--- config.mk ---
export PLATFORM = sky130hd
export DESIGN_NAME = jam_cost_loader_flat
export DESIGN_NICKNAME = d
export VERILOG_FILES = /design/src/rtl/jam_pkg.sv /design/src/rtl/jam_cost_loader_if.sv /design/src/rtl/jam_row_min_acc.sv /design/src/rtl/jam_cost_loader.sv /design/src/flat_wrapper.sv
export SDC_FILE = /design/constraint.sdc
export NUM_CORES = 1
export LEC_CHECK = 0
export BUFFER_PORTS_ARGS = -buffer_cell sky130_fd_sc_hd__buf_2
export CORE_AREA = 5 5 137 270
export CTS_CLUSTER_SIZE = 24
export DETAILED_ROUTE_END_ITERATION = 16
export DIE_AREA = 0 0 142 275
export GPL_TIMING_DRIVEN = 0
export PLACE_DENSITY = 0.75
export SLEW_MARGIN = 20
export SYNTH_ARGS = -nofsm -noshare
export SYNTH_HDL_FRONTEND = slang
export SYNTH_SLANG_ARGS = --single-unit
--- constraint.sdc ---
create_clock -name CLK -period 3.4 [get_ports CLK]
set_clock_uncertainty 0.1 [all_clocks]
set_input_delay 0.51 -clock CLK [delete_from_list [all_inputs] [get_ports CLK]]
set_output_delay 0.51 -clock CLK [all_outputs]
set_load 0.005 [all_outputs]
--- src/rtl/jam_pkg.sv ---
// Shared definitions for the JAM solver and its cost-table loader.
// Matrix size, word widths, loader state encodings and the cost word type.
package jam_pkg;

  localparam int unsigned N     = 8;
  localparam int unsigned CW    = 7;
  localparam int unsigned LBW   = 10;
  localparam int unsigned DEPTH = N * N;

  typedef logic [CW-1:0] cost_t;

  typedef enum logic [1:0] {
    LOAD = 2'd0,
    DONE = 2'd1,
    ERR  = 2'd2
  } state_t;

  function automatic cost_t cost_min(input cost_t a, input cost_t b);
    return (a < b) ? a : b;
  endfunction

endpackage

--- src/rtl/jam_cost_loader_if.sv ---
// Valid/ready word stream carrying the row-major cost matrix into the loader.
interface jam_cost_loader_if;

  logic            in_valid;
  logic            in_ready;
  jam_pkg::cost_t  in_data;
  logic            in_last;

  modport master (
    output in_valid,
    output in_data,
    output in_last,
    input  in_ready
  );

  modport slave (
    input  in_valid,
    input  in_data,
    input  in_last,
    output in_ready
  );

endinterface

--- src/rtl/jam_row_min_acc.sv ---
// Tracks the running minimum of the current row and accumulates the
// row minimums into the lower bound.
module jam_row_min_acc
  import jam_pkg::*;
(
  input  logic           CLK,
  input  logic           RST,
  input  logic           beat,
  input  cost_t          data,
  input  logic           row_end,
  input  logic           clear,
  output logic [LBW-1:0] acc
);

  cost_t row_min;
  cost_t cand;

  assign cand = cost_min(row_min, data);

  // The row's final word folds straight into acc so row_min is free for the next row.
  always_ff @(posedge CLK) begin
    if (RST || clear) begin
      row_min <= '1;
      acc     <= '0;
    end else if (beat) begin
      if (row_end) begin
        acc     <= acc + LBW'(cand);
        row_min <= '1;
      end else begin
        row_min <= cand;
      end
    end
  end

endmodule

--- src/rtl/jam_cost_loader.sv ---
// Loads the 8x8 cost matrix from a word stream, serves zero-latency cost
// lookups to JAM and reports the sum of row minimums as a lower bound.
module jam_cost_loader
  import jam_pkg::*;
(
  input  logic             CLK,
  input  logic             RST,
  jam_cost_loader_if.slave in_bus,
  input  logic             reload,
  input  logic [2:0]       W,
  input  logic [2:0]       J,
  output cost_t            Cost,
  output logic             table_ready,
  output logic [LBW-1:0]   LowerBound,
  output logic             load_err
);

  state_t         state;
  state_t         next_state;
  logic [5:0]     idx;
  cost_t          mem [DEPTH];
  logic           ready;
  logic           accept;
  logic           row_end;
  logic           clear;
  logic [LBW-1:0] acc;

  assign in_bus.in_ready = ready;
  assign accept          = in_bus.in_valid & ready;

  // An early in_last poisons the table, so its beat must not close a row.
  assign row_end = accept && (idx[2:0] == 3'd7) &&
                   ((idx == 6'd63) || !in_bus.in_last);

  always_ff @(posedge CLK) begin
    if (RST) begin
      state <= LOAD;
    end else begin
      state <= next_state;
    end
  end

  always_comb begin
    next_state  = state;
    ready       = 1'b0;
    table_ready = 1'b0;
    load_err    = 1'b0;
    clear       = 1'b0;
    unique case (state)
      LOAD: begin
        ready = 1'b1;
        if (accept) begin
          if (idx == 6'd63) begin
            next_state = in_bus.in_last ? DONE : ERR;
          end else if (in_bus.in_last) begin
            next_state = ERR;
          end
        end
      end
      DONE: begin
        table_ready = 1'b1;
        if (reload) begin
          next_state = LOAD;
          clear      = 1'b1;
        end
      end
      ERR: begin
        load_err = 1'b1;
      end
      default: begin
        next_state = LOAD;
      end
    endcase
  end

  always_ff @(posedge CLK) begin
    if (RST || clear) begin
      idx <= '0;
    end else if (accept) begin
      idx <= idx + 6'd1;
    end
  end

  always_ff @(posedge CLK) begin
    if (accept) begin
      mem[idx] <= in_bus.in_data;
    end
  end

  jam_row_min_acc u_row_min_acc (
    .CLK     (CLK),
    .RST     (RST),
    .beat    (accept),
    .data    (in_bus.in_data),
    .row_end (row_end),
    .clear   (clear),
    .acc     (acc)
  );

  assign Cost       = table_ready ? mem[{W, J}] : '0;
  assign LowerBound = table_ready ? acc : '0;

endmodule

--- src/flat_wrapper.sv ---
// flat-port wrapper written by rule: the top's interface ports become plain ports
module jam_cost_loader_flat import jam_pkg::*;
  (CLK, RST, reload, W, J, Cost, table_ready, LowerBound, load_err, in_bus_in_valid, in_bus_in_data, in_bus_in_last, in_bus_in_ready);
  jam_cost_loader_if in_bus_i ();
  input  logic CLK;
  input  logic RST;
  input  logic reload;
  input  logic [2:0] W;
  input  logic [2:0] J;
  output cost_t Cost;
  output logic table_ready;
  output logic [LBW-1:0] LowerBound;
  output logic load_err;
  input wire logic [$bits(in_bus_i.in_valid)-1:0] in_bus_in_valid;
  input wire logic [$bits(in_bus_i.in_data)-1:0] in_bus_in_data;
  input wire logic [$bits(in_bus_i.in_last)-1:0] in_bus_in_last;
  output wire logic [$bits(in_bus_i.in_ready)-1:0] in_bus_in_ready;
  assign in_bus_i.in_valid = in_bus_in_valid;
  assign in_bus_i.in_data = in_bus_in_data;
  assign in_bus_i.in_last = in_bus_in_last;
  assign in_bus_in_ready = in_bus_i.in_ready;
  jam_cost_loader u_core (.CLK(CLK), .RST(RST), .in_bus(in_bus_i), .reload(reload), .W(W), .J(J), .Cost(Cost), .table_ready(table_ready), .LowerBound(LowerBound), .load_err(load_err));
endmodule
* Yosys cells after proc, flatten, opt, wreduce, memory -nomap -nowiden
Memories as Yosys holds them, arrays and structs flattened.
Index checks and enable logic that the tools add are counted.
** Storage, ports and cells
- Bits in writable memories :: 448
- Word-level logic and storage cells :: 42
- Register bits :: 25
- Input port bits :: 18
- Memories :: 1
** Memories
- u_core.mem :: depth 64, bits a word 7, rd ports 1, clocked after Yosys merged registers in 0, wr ports 1, RTL line jam_cost_loader.sv:21 : cost_t mem [DEPTH];
** Operators by class
- Bitwise logic cells :: 2
- Eq/ne operators :: 7
- Mux-type cells :: 17
- Add/subtract/negate cells :: 2
- Reduce and logical (&&, ||, !) cells :: 8
- Magnitude comparators :: 1
** Operators by type and width (number)
- 7-bit 2-to-1 mux :: 3
- 10-bit by 7-bit adder with 10-bit output :: 1
- 10-bit 2-to-1 mux :: 1
- 2-bit 2-to-1 mux :: 5
- 7-bit less-than comparator :: 1
- 1-bit 2-to-1 mux :: 7
- 6-bit by 1-bit adder with 6-bit output (second input constant) :: 1
- 6-bit equality test (second input constant) :: 1
- 2-bit one-hot mux with 3 select lines :: 1
- 4-bit AND reduction :: 1
- 3-bit equality test (second input constant) :: 1
- 3-bit by 2-bit inequality test with 1-bit output (second input constant) :: 1
- 2-bit by 1-bit equality test with 1-bit output (second input constant) :: 1
- 2-bit equality test (second input constant) :: 1
- 1-bit logical AND :: 2
- 2-bit zero test :: 1
- 1-bit logical OR :: 2
- 2-bit by 1-bit inequality test with 1-bit output (second input constant) :: 1
- 2-bit inequality test (second input constant) :: 1
- 2-bit AND reduction :: 1
- 1-bit bitwise AND :: 1
- 1-bit zero test :: 1
- 1-bit NOT :: 1

* Logic depth before layout (Yosys ltp)
- Depth in word-level cells :: 6
- Gate-level depth with buffers :: 15

* Cells and area by module
A second synthesis with hierarchy kept.
** Unflattened totals
- Cell total of the unflattened synthesis :: 1028
- Area total of the unflattened synthesis :: 19401.1 µm²
** By module, submodules not included
- jam_cost_loader :: area an instance 18184.9 µm², cells an instance 885, times used 1
- jam_row_min_acc :: area an instance 1216.2 µm², cells an instance 143, times used 1

* Worst setup path after synthesis
Ideal clock, no wire load.
- Kind :: input -> register
- Start point :: input in_bus_in_data[1]
- End point :: register u_core.u_row_min_acc.acc[6]
- Library setup time :: 0.115 ns
- Arrival time :: 3.407 ns
- Stages on the path :: 15
- Path slack :: -0.221 ns
- Cells stage by stage :: inv_1 ha_1 a21o_1 a21o_1 a21oi_1 o21ai_1 mux2_2 ha_1 fa_1 a21o_1 a21oi_1 o21bai_1 a211oi_1 a211oi_1 o21a_1
** On the way
- Longest elaborated chain between the ends :: 3
** Ends and longest elaborated chain
- start, declared :: RTL line flat_wrapper.sv:15 : input wire logic [$bits(in_bus_i.in_data)-1:0] in_bus_in_data;
- 7-bit less-than comparator :: RTL line jam_pkg.sv:19 : return (a < b) ? a : b;
- 7-bit 2-to-1 mux * :: RTL line jam_pkg.sv:19
- 10-bit by 7-bit adder with 10-bit output * :: RTL line jam_row_min_acc.sv:27 : acc <= acc + LBW'(cand);
- end signal, assigned :: RTL line jam_row_min_acc.sv:27
- end, declared :: RTL line jam_row_min_acc.sv:12 : output logic [LBW-1:0] acc
Every way passes the cells marked *; elsewhere a longest branch is shown, timed or not.
A chain may end at the register's enable or synchronous reset.

* Final worst setup path
- Start point :: input J[2]
- End point :: output Cost[4]
** On the way
- Longest elaborated chain between the ends :: 2
** Ends and longest elaborated chain
- start, declared :: RTL line flat_wrapper.sv:9 : input logic [2:0] J;
- memory read 64 x 7 bit
- 7-bit 2-to-1 mux :: RTL line jam_cost_loader.sv:100 : assign Cost = table_ready ? mem[{W, J}] : '0;
- end, declared :: RTL line flat_wrapper.sv:10 : output cost_t Cost;
No other way between the ends.

==> summary.md <==
| Metric | Value |
|---|---|
| Status | finished, violations left |
| Violated checks | negative setup slack |
| Die Height | about 280 um |
| Final worst path period need | roughly 3400 ps |
| Most frequent cell after synthesis | edfxtp_1 |
| Mean Syn Cell Area | roughly 19 um^2 |
| RD Place Congestion | slightly above 0.9 |
| First-pass GRT wire length | 68,300 um |
| Drt pass-1 iters | 7 |
| Worst-path maximum fanout | 10 |
| Ys async rst share | 0% |
| # hold bufs at CTS | 0 |
| H-tree depth | 2 |
| Layout cell share with drive strength beyond 1 | roughly a quarter |
| R2r setup slk | between 150 and 200 ps |
| R2r worst-path depth | 13 |
| Max VDD drop | ~0.55 mV |
| Routed WL per cell | roughly 30 um |
| RSZ-0062 raised after global routing | true |
| Met1 Use GR | 31.1% |
| FF-to-FF End | u_core.u_row_min_acc.acc[9] |
| Flop and latch count out of synthesis | 473 |
| Number of max-cap violations | 0 |
| Setup violations, final | 1 |
| Synth Warn # | 0 |
| CTS Buf Count | 41 |
| Flop pwr share | between 50% and 60% |
| Critical R2R Launch | u_core.u_row_min_acc.row_min[1] |
| Met2 GRT Util | ~41% |
| Clock share of power | 39.7% |
| CP max stage delay | ~530 ps |
| Gr ovfl total | 0 |
| Hold Path Class | input port to flop |
| Row count | slightly below 100 |
| Reg clk slew, reported paths | 70 ps |
| Mapped cell area | 19,200 um^2 |
| Critical path launch point type | input port |
| I/O pin count | 38 |
| Synth cell types | 51 |
| Synthesized net count | 1,051 |
| Crit path buf inv count | 3 |
| Maximum clock path buffer count | 3 |
| Critical path's top delay family | compound AO/OA/AOI/OAI gates |
| Input/output buffers | 34 |
| Post-Route WL | roughly 47,000 um |
| Vias per cell | ~6.5 |
| Clk_lat worst skew | around 550 ps |
| Final HPWL DP | roughly 30,000 um |
| Die W | roughly 140 um |
| TritonCTS clock tree | done |
| Busiest layer in global routing | met2 |
| Met3 usage | under 10% |
| Switch Pwr | 0.00249 W |
| GRT Util Overall | about 24% |
| Actual slew at the worst max-slew pin | just over 1000 ps |
| Vias in the first global route | approximately 10,000 |
| Synth Instances | 1,017 |
| WP data arrival | 2800 ps |
| Initial antenna violation count | 0 |
| Final period util | 100% |
| DP Worst Slack | -1330 ps |
| Seq/Total Area, Yosys | roughly 73% |
| Prevailing post-synth register cell | edfxtp_1 |
| Number of antenna-violating nets in the routed design | 0 |
| Power Density | 551 nW/um^2 |
| Layout fillers | ~2,400 |
| Crit Path Class | input port to output pin |
| Setup WS post-layout | -8.70 ps |
| Area contributors post-synth | edfxtp_1, mux4_2, dfxtp_1, nor2_1, mux2i_1 |
| Cell area after layout | approximately 22,000 um^2 |
| Area after DPL | ~20,000 um^2 |
| Worst path slowest cell | a211oi_1 |
| Final hold slack | approximately 66 ps |
| Core box area | about 35,000 um^2 |
| Crit path to | Cost[4] |
| Residual DRC | 0 |
| Rel. slew slack | between 30% and 40% |
| Fmax | about 290 MHz |
| Switching share of power | 20.9% |
| Vias | about 10,000 |
| Final Hold Fails | 0 |
| Sink Count | between 400 and 500 |
| Die area | 39,100 um^2 |
| Fin nets | between 1,000 and 1,500 |
| Leak | 6.92 nW |
| Int Pwr | 0.00939 W |
| FF+latch area | around 14,000 um^2 |
| Required time of the worst setup path | roughly 2800 ps |
| Starting Density | about 55% |
| Max-slew violations | 0 |
| Most frequent cells after synthesis | edfxtp_1, mux4_2, nor2_1 |
| Initial DRC count | around 1,400 |
| Area growth syn-to-layout | 12.2% |
| Crit-path cells | buf_4, buf_2, mux4_2, a211oi_1, a211oi_1, a21oi_1, o22ai_1, buf_2 |
| Area share of the leading cell type in the synthesized netlist | 70.0% |
| Stages on worst setup path | 8 |
| Area of the multi-input gates | ~5000 um^2 |
| Clock root cell | clkbuf_16 |
| Post-synth EDFFs | roughly 450 |
| Combinational fraction of design power | under 10% |
| Number of inserted diodes | 0 |
| Largest net degree at the start of global routing | 68 |
| CP startpoint | J[2] |
| Synth area leader | edfxtp_1 |
| Crit end category | output pin |
[cell type report]
class / count / area share [%]
flip-flops and latches: 473 / 64.8
multi-input cells: 476 / 23.1
clock buffers: 52 / 5.15
well taps: 445 / 2.58
plain buffers: 56 / 1.71
repair buffers: 38 / 1.37
clock inverters: 21 / 1.09
inverters: 11 / 0.192
[flip-flops by register name (all words and copies together) (netlist names)]
signal	cells
u_core.idx	6
u_core.u_row_min_acc.acc	10
u_core.u_row_min_acc.row_min	7
u_core.mem	448
u_core.state	2
[per-stage QoR]
stage	TNS [ps]	utilization (%)	power, W	cells
after detailed placement	-11080	57.5	0.00725	1496
final	-8.70	62.1	0.0119	1572
after CTS	0	61.8	0.0119	1569
after global routing	-33.3	62.1	0.0122	1572
after global placement	-9500	57.5	0.00723	1496
after floorplan	0	-	0.00696	1017
[placed cells by master, fill, tap and decap left out, types with 4 or more instances in the layout]
| cell | n |
|---|---|
| a211oi_1 | 12 |
| a21o_1 | 4 |
| a21oi_1 | 21 |
| and2_1 | 13 |
| buf_1 | 6 |
| buf_12 | 4 |
| buf_2 | 36 |
| buf_4 | 15 |
| buf_6 | 11 |
| bufinv_16 | 5 |
| clkbuf_1 | 22 |
| clkbuf_16 | 43 |
| clkinv_1 | 8 |
| dfxtp_1 | 25 |
| edfxtp_1 | 448 |
| ha_1 | 15 |
| inv_1 | 11 |
| mux2_2 | 11 |
| mux2i_1 | 22 |
| mux4_2 | 120 |
| nand2_1 | 29 |
| nand2b_1 | 5 |
| nand3_1 | 14 |
| nor2_1 | 102 |
| nor2b_1 | 13 |
| nor3b_1 | 4 |
| o211ai_1 | 5 |
| o21ai_0 | 11 |
| o22ai_1 | 9 |
| or3_1 | 5 |
| xnor2_1 | 5 |
[how the worst min path moves through the flow]
stage / slack, ps / to / cells after the start / from
after floorplan: 350 / u_core.u_row_min_acc.acc[0] / 2 / u_core.u_row_min_acc.acc[0]
after global placement: 360 / u_core.u_row_min_acc.acc[9] / 2 / u_core.u_row_min_acc.acc[9]
after detailed placement: 370 / u_core.u_row_min_acc.acc[0] / 2 / u_core.u_row_min_acc.acc[0]
after CTS: 40 / u_core.state[0] / 2 / RST
after global routing: 80 / u_core.state[1] / 2 / RST
final: 70 / u_core.state[0] / 2 / RST
[metal layers]
metal  vias up  part of all wire, %
li1       4249                    -
met4         0                  4.7
met2       654                   51
met3       128                  9.6
met5         -                    0
met1      5233                   35
[logic make-up (layout without fill, tap and decap cells)]
family	Yosys count	after routing	share of synthesized area, %
mux	156	156	16.0
fa+ha+maj	16	16	1.08
xor+xnor	8	8	0.365
buf+inv	68	178	1.88
simple gates	205	205	4.96
compound gates	91	91	3.07
flops	473	473	72.6
[repair_timing]
item,in CTS,in global routing
pin swaps,1,5
buffers inserted,0,4
endpoints found under the setup margin,16,11
resized for setup,43,21
[power by group through the flow]
stage / Clock, W / Combinational (W) / Sequential [W]
2_1_floorplan: 0 / 0.000430 / 0.00653
3_5_place_dp: 0 / 0.000710 / 0.00654
3_3_place_gp: 0 / 0.000691 / 0.00654
4_1_cts: 0.00474 / 0.000734 / 0.00641
6_report: 0.00471 / 0.000763 / 0.00641
5_1_grt: 0.00499 / 0.000804 / 0.00641
No activity file was read; power rests on OpenSTA's default activity.
